File: src/rtl/toggle_cover_pkg.sv
// Shared helpers for the toggle-cover collector: point counts, index mapping, direction encoding.
// Pure declarations; no timing or flow control of its own.
package toggle_cover_pkg;

  localparam logic DIR_RISE = 1'b1;
  localparam logic DIR_FALL = 1'b0;

  function automatic int points_of(input int w);
    return 2 * w;
  endfunction

  function automatic int count_w(input int w);
    return $clog2(2 * w + 1);
  endfunction

  // Base plus point number; callers truncate to their index width (no wrap check).
  function automatic logic [63:0] point_to_index(input logic [63:0] base, input logic [63:0] p);
    return base + p;
  endfunction

endpackage

File: src/rtl/toggle_cover_collector_if.sv
// Cover-index stream: one index plus direction flag per valid/ready transfer.
// Master holds out_valid/out_index/out_rise stable until out_ready is seen.
interface toggle_cover_collector_if #(
  parameter int INDEX_W = 32
);
  logic               out_valid;
  logic               out_ready;
  logic [INDEX_W-1:0] out_index;
  logic               out_rise;

  modport master (output out_valid, output out_index, output out_rise, input out_ready);
  modport slave  (input out_valid, input out_index, input out_rise, output out_ready);
endinterface

File: src/rtl/toggle_cover_prio_enc.sv
// Lowest-set-bit finder, purely combinational (zero latency).
// No flow control; found=0 and idx=0 when no request bit is set.
module toggle_cover_prio_enc #(
  parameter int N = 56,
  localparam int IW = (N > 1) ? $clog2(N) : 1
) (
  input  logic [N-1:0]  req,
  output logic          found,
  output logic [IW-1:0] idx
);

  always_comb begin
    found = 1'b0;
    idx   = '0;
    // Scan downward so the lowest set bit is the last one written.
    for (int i = N - 1; i >= 0; i--) begin
      if (req[i]) begin
        found = 1'b1;
        idx   = IW'(i);
      end
    end
  end

endmodule

File: src/rtl/toggle_cover_collector.sv
// Toggle-cover collector: sticky rise/fall bitmap, each first hit emitted once; 1 edge hit->valid, 1 index/cycle.
// Output register holds under backpressure. Optional TOGGLE_COVER_CLEAR_EN adds a clear input.
module toggle_cover_collector
  import toggle_cover_pkg::*;
#(
  parameter int WIDTH       = 28,
  parameter int COVER_INDEX = 0,
  parameter int INDEX_W     = 32,
  localparam int CNT_W      = count_w(WIDTH)
) (
  input  logic                        clock,
  input  logic                        reset,
  input  logic                        enable,
  input  logic [WIDTH-1:0]            sig,
`ifdef TOGGLE_COVER_CLEAR_EN
  input  logic                        clear,
`endif
  toggle_cover_collector_if.master    out,
  output logic [CNT_W-1:0]            covered_count,
  output logic                        all_covered
);

  localparam int P  = points_of(WIDTH);
  localparam int PW = (P > 1) ? $clog2(P) : 1;

  logic [WIDTH-1:0]   prev_sig_q, prev_sig_d;
  logic               prev_vld_q, prev_vld_d;
  logic [P-1:0]       covered_q, covered_d;
  logic [P-1:0]       pending_q, pending_d;
  logic               out_valid_q, out_valid_d;
  logic [INDEX_W-1:0] out_index_q, out_index_d;
  logic               out_rise_q, out_rise_d;
  logic [CNT_W-1:0]   covered_count_q, covered_count_d;
  logic               all_covered_q, all_covered_d;

  logic [WIDTH-1:0]   rise_vec, fall_vec;
  logic [P-1:0]       hit_vec, new_hits, drain_req;
  logic [CNT_W-1:0]   new_cnt;
  logic               clear_now;
  logic               pick_found;
  logic [PW-1:0]      pick_idx;

`ifdef TOGGLE_COVER_CLEAR_EN
  assign clear_now = clear;
`else
  assign clear_now = 1'b0;
`endif

  // A clear hides the queue from the drain so nothing new is loaded that edge.
  assign drain_req = clear_now ? '0 : pending_q;

  toggle_cover_prio_enc #(.N(P)) u_prio (
    .req   (drain_req),
    .found (pick_found),
    .idx   (pick_idx)
  );

  always_comb begin
    rise_vec = sig & ~prev_sig_q;
    fall_vec = ~sig & prev_sig_q;
    hit_vec  = {fall_vec, rise_vec} & {P{enable & prev_vld_q}};
    new_hits = hit_vec & ~covered_q;

    new_cnt = '0;
    for (int i = 0; i < P; i++) begin
      new_cnt = new_cnt + CNT_W'(new_hits[i]);
    end

    prev_sig_d      = sig;
    prev_vld_d      = 1'b1;
    covered_d       = covered_q | new_hits;
    pending_d       = pending_q | new_hits;
    covered_count_d = covered_count_q + new_cnt;
    out_valid_d     = out_valid_q;
    out_index_d     = out_index_q;
    out_rise_d      = out_rise_q;

    if (!out_valid_q || out.out_ready) begin
      if (pick_found) begin
        out_valid_d         = 1'b1;
        out_index_d         = INDEX_W'(point_to_index(64'(COVER_INDEX), 64'(pick_idx)));
        out_rise_d          = (int'(pick_idx) < WIDTH) ? DIR_RISE : DIR_FALL;
        pending_d[pick_idx] = 1'b0;
      end else begin
        out_valid_d = 1'b0;
      end
    end

    if (clear_now) begin
      covered_d       = '0;
      pending_d       = '0;
      covered_count_d = '0;
    end

    all_covered_d = (covered_count_d == CNT_W'(P));
  end

  always_ff @(posedge clock) begin
    if (!reset) begin
      prev_sig_q      <= '0;
      prev_vld_q      <= 1'b0;
      covered_q       <= '0;
      pending_q       <= '0;
      out_valid_q     <= 1'b0;
      out_index_q     <= '0;
      out_rise_q      <= 1'b0;
      covered_count_q <= '0;
      all_covered_q   <= 1'b0;
    end else begin
      prev_sig_q      <= prev_sig_d;
      prev_vld_q      <= prev_vld_d;
      covered_q       <= covered_d;
      pending_q       <= pending_d;
      out_valid_q     <= out_valid_d;
      out_index_q     <= out_index_d;
      out_rise_q      <= out_rise_d;
      covered_count_q <= covered_count_d;
      all_covered_q   <= all_covered_d;
    end
  end

  assign out.out_valid  = out_valid_q;
  assign out.out_index  = out_index_q;
  assign out.out_rise   = out_rise_q;
  assign covered_count  = covered_count_q;
  assign all_covered    = all_covered_q;

endmodule

File: src/flat_wrapper.sv
// flat-port wrapper written by rule: the top's interface ports become plain ports
module toggle_cover_collector_flat import toggle_cover_pkg::*;
#(
  parameter int WIDTH       = 28,
  parameter int COVER_INDEX = 0,
  parameter int INDEX_W     = 32,
  localparam int CNT_W      = count_w(WIDTH)
)
  (clock, reset, enable, sig, covered_count, all_covered, out_out_valid, out_out_index, out_out_rise, out_out_ready);
  toggle_cover_collector_if #(.INDEX_W(INDEX_W)) out_i ();
  input  logic clock;
  input  logic reset;
  input  logic enable;
  input  logic [WIDTH-1:0] sig;
  output logic [CNT_W-1:0] covered_count;
  output logic all_covered;
  output wire logic [$bits(out_i.out_valid)-1:0] out_out_valid;
  output wire logic [$bits(out_i.out_index)-1:0] out_out_index;
  output wire logic [$bits(out_i.out_rise)-1:0] out_out_rise;
  input wire logic [$bits(out_i.out_ready)-1:0] out_out_ready;
  assign out_out_valid = out_i.out_valid;
  assign out_out_index = out_i.out_index;
  assign out_out_rise = out_i.out_rise;
  assign out_i.out_ready = out_out_ready;
  toggle_cover_collector #(.WIDTH(WIDTH), .COVER_INDEX(COVER_INDEX), .INDEX_W(INDEX_W)) u_core (.clock(clock), .reset(reset), .enable(enable), .sig(sig), .out(out_i), .covered_count(covered_count), .all_covered(all_covered));
endmodule
File: config.mk
export PLATFORM = sky130hd
export DESIGN_NAME = toggle_cover_collector_flat
export DESIGN_NICKNAME = d
export VERILOG_FILES = /design/src/rtl/toggle_cover_pkg.sv /design/src/rtl/toggle_cover_collector_if.sv /design/src/rtl/toggle_cover_prio_enc.sv /design/src/rtl/toggle_cover_collector.sv /design/src/flat_wrapper.sv
export SDC_FILE = /design/constraint.sdc
export NUM_CORES = 1
export LEC_CHECK = 0
export ABC_CLOCK_PERIOD_IN_PS = 17000
export CORE_UTILIZATION = 45
export CTS_CLUSTER_SIZE = 24
export DETAILED_ROUTE_END_ITERATION = 10
export GPL_TIMING_DRIVEN = 0
export PLACE_DENSITY = 0.66
export RECOVER_POWER = 100
export SLEW_MARGIN = 40
export SYNTH_ARGS = -nofsm -noshare
export SYNTH_HDL_FRONTEND = slang
export SYNTH_SLANG_ARGS = --single-unit
File: constraint.sdc
create_clock -name clock -period 17 [get_ports clock]
set_input_delay 2.55 -clock clock [delete_from_list [all_inputs] [get_ports clock]]
set_output_delay 2.55 -clock clock [all_outputs]
set_load 0.01 [all_outputs]
==> metrics <==
Post-CTS Resized 0; Gate Count Post-Synth 871; leakage power between 4 and 5 nW; root buf cell clkbuf_16; Peak VDD IR about 0.000075 V; clk_skew around 7.5 ps; Final #Nets between 1k and 1.5k; IO buf count 46; Post CTS Setup Buffer Count 0; antenna violation net count after detailed routing 0; dpl cells approximately 1.2k; Worst Path Arrival around 10000 ps; CP endpoint kind flip-flop; final critical-path share of the clock period 0.5964; DR pass1 iterations 4; Worst Path Required 17350 ps; GPL Wtd Cong between 0.8 and 0.9; Setup Crit Path Kind in -> reg; Core Box Area 17420 um^2; min-delay worst type reg -> reg; Die Ht around 140 um; final worst slack 6862 ps; XOR/XNOR share of the synthesized area 0.008675; outcome completed; Syn. warnings 0; setup tns final 0 ps; RSZ-0062 raised after global routing false; initial DRC count 489; unique cell type count in the Yosys netlist 65; adder-cell share of the synthesized area 0.1568; DP Area 8940 um^2; DRC 0; WL per Instance around 18 um; initial antenna violation count 0; share of cells above drive strength 1 0.08513; Max-slew headroom 0.4283; post-place setup slack 6511 ps; largest net degree at the start of global routing 17; Area growth syn-to-layout 17.61%; Pins Over Slew Limit 0; global-route usage over all layers 0.2480; CTS tree yes; fraction of synthesized area in multiplexers 0.004957; syn_area_per_cell about 9.3 um^2; H-tree depth 4; Pwr Density around 120 nW/um^2; Max Fclk between 90 and 100 MHz; Initial Util 0.4637; I/O pin total 73; total grt overflow 0; final hold slack between 400 and 500 ps; critical path's slowest cell clkbuf_1; Area contributors post-synth dfxtp_1, fa_1, nor2_1; Compound-Gate Fraction of Synth Area 0.1215; largest fanout on the critical path 10; cell with the most instances after synthesis dfxtp_1; largest family of logic cells by synthesized area simple AND/OR/NAND/NOR gates; num rows 48; finished layout cell area approximately 9500 um^2; number of global-route vias before repair roughly 5.9k; Die ar. between 15000 and 20000 um^2; Non-Filler Instances 1200; Die X ~140 um; synthesized area about 8100 um^2; Async SR Flop Fraction 0; Worst-Skew Late Latency roughly 430 ps; Final setup viols 0; Worst-Margin Slew approximately 850 ps; Post-Route WL between 20000 and 25000 um; Yosys top cell by area dfxtp_1; Main synth FF type dfxtp_1; diode count 0; most used cell, CP fa_1; CTS buffer count 17; Vias/cell approximately 5.3; final critical-path required period ~10000 ps; share of the synthesized area in the top cell type 0.3867; final hold violation count 0; Setup crit start kind input pin; Hold-fix buffers, CTS 0; EDFF count, synth 0; Clock Path Buffers 2; crit-path max cell delay between 500 and 600 ps; sequential element share of the synthesized area 0.3867; max_cap viols 0; Simple-Gate Fraction of Synth Area 0.2497; clock-pin slew of the registers on the worst-case setup and hold paths about 60 ps; Detailed Place HPWL roughly 17000 um; global-route wire length before repair 33050 um; clock sink count 156; synth cell count leaders dfxtp_1, nor2_1, inv_1; total number of vias approximately 6.3k; Yosys reg bits roughly 160
-- routing by layer --
layer	share of wire	global-route usage
met4	0.023	0.08457
met3	0.065	0.05667
met5	0	0
met2	0.47	0.3931
met1	0.45	0.3318
-- final cells by class --
| type | count | area (um^2) |
|---|---|---|
| flip-flops and latches | 156 | 3123 |
| fillers | 1660 | 7918 |
| plain buffers | 53 | 305.3 |
| repair buffers | 47 | 467.9 |
| well taps | 225 | 281.5 |
| inverters | 72 | 270.3 |
| clock inverters | 15 | 158.9 |
| multi-input cells | 615 | 4467 |
| clock buffers | 17 | 425.4 |
-- per-stage QoR --
stage          power (mW)    util
6_report            1.111  0.5454
4_1_cts             1.119  0.5468
5_1_grt             1.173  0.5454
3_3_place_gp       0.7354  0.5117
2_1_floorplan      0.6405       -
3_5_place_dp       0.7438  0.5133
-- report_power, final --
| part | switching [mW] | total (mW) | internal [mW] | leakage [nW] |
|---|---|---|---|---|
| Sequential | 0.0136 | 0.401 | 0.387 | 1.28 |
| Combinational | 0.194 | 0.331 | 0.137 | 2.50 |
| Clock | 0.171 | 0.379 | 0.207 | 0.281 |
-- cells by family (layout without fill, tap and decap cells) --
group           Yosys count  count (layout)
fa+ha+maj                73              73
buf+inv                 125             204
mux                       4               4
xor+xnor                  8               8
compound gates          146             146
flops                   156             156
other cells               1              26
simple gates            358             358
-- flip-flops by register name, summed over array words and instances, names as in the netlist --
| register | flops |
|---|---|
| u_core.all_covered | 1 |
| u_core.covered_count | 6 |
| u_core.covered_q | 56 |
| u_core.drain_req | 56 |
| u_core.out.out_index | 6 |
| u_core.out.out_rise | 1 |
| u_core.out.out_valid | 1 |
| u_core.prev_sig_q | 28 |
| u_core.prev_vld_q | 1 |
-- layout by cell type (no fill, tap or decap), types with 5 or more instances in the layout --
cell type        count
clkbuf_1            22
nor2b_1             36
o21ai_0             37
nor4_1               9
dlygate4sd3_1       17
nand2b_1            27
conb_1              26
and3_1               5
buf_4               27
nand3_1              5
nor2_1             145
o21a_1               5
and2_1              18
xnor2_1              7
dfxtp_1            156
clkdlybuf4s50_1     29
a211oi_1             5
nor3_2               6
fa_1                47
clkbuf_16           17
nand2_1              7
nor3_1              10
inv_1               72
a21oi_1             45
nor3b_1             57
a221oi_1            23
and2_0              13
ha_1                26
-- path summary, 6_finish.rpt --
path / startpoint / to / slack (ps) / cells after the start
max: enable / u_core.all_covered$_SDFF_PN0_ / 6860 / 28
max reg2reg: u_core.prev_vld_q$_DFF_P_ / u_core.all_covered$_SDFF_PN0_ / 9240 / 27
min: u_core.covered_q[4]$_SDFF_PN0_ / u_core.covered_q[4]$_SDFF_PN0_ / 460 / 2
min reg2reg: u_core.covered_q[4]$_SDFF_PN0_ / u_core.covered_q[4]$_SDFF_PN0_ / 460 / 2
-- critical path: cells and delay by family --
| family | cells | cell delay, ps |
|---|---|---|
| buffers and inverters | 9 | 1800 |
| AND/OR/NAND/NOR | 7 | 1070 |
| AO/OA/AOI/OAI | 1 | 60 |
| adder cells (fa/ha/maj) | 11 | 4990 |
(Power assumes the default switching activity.)
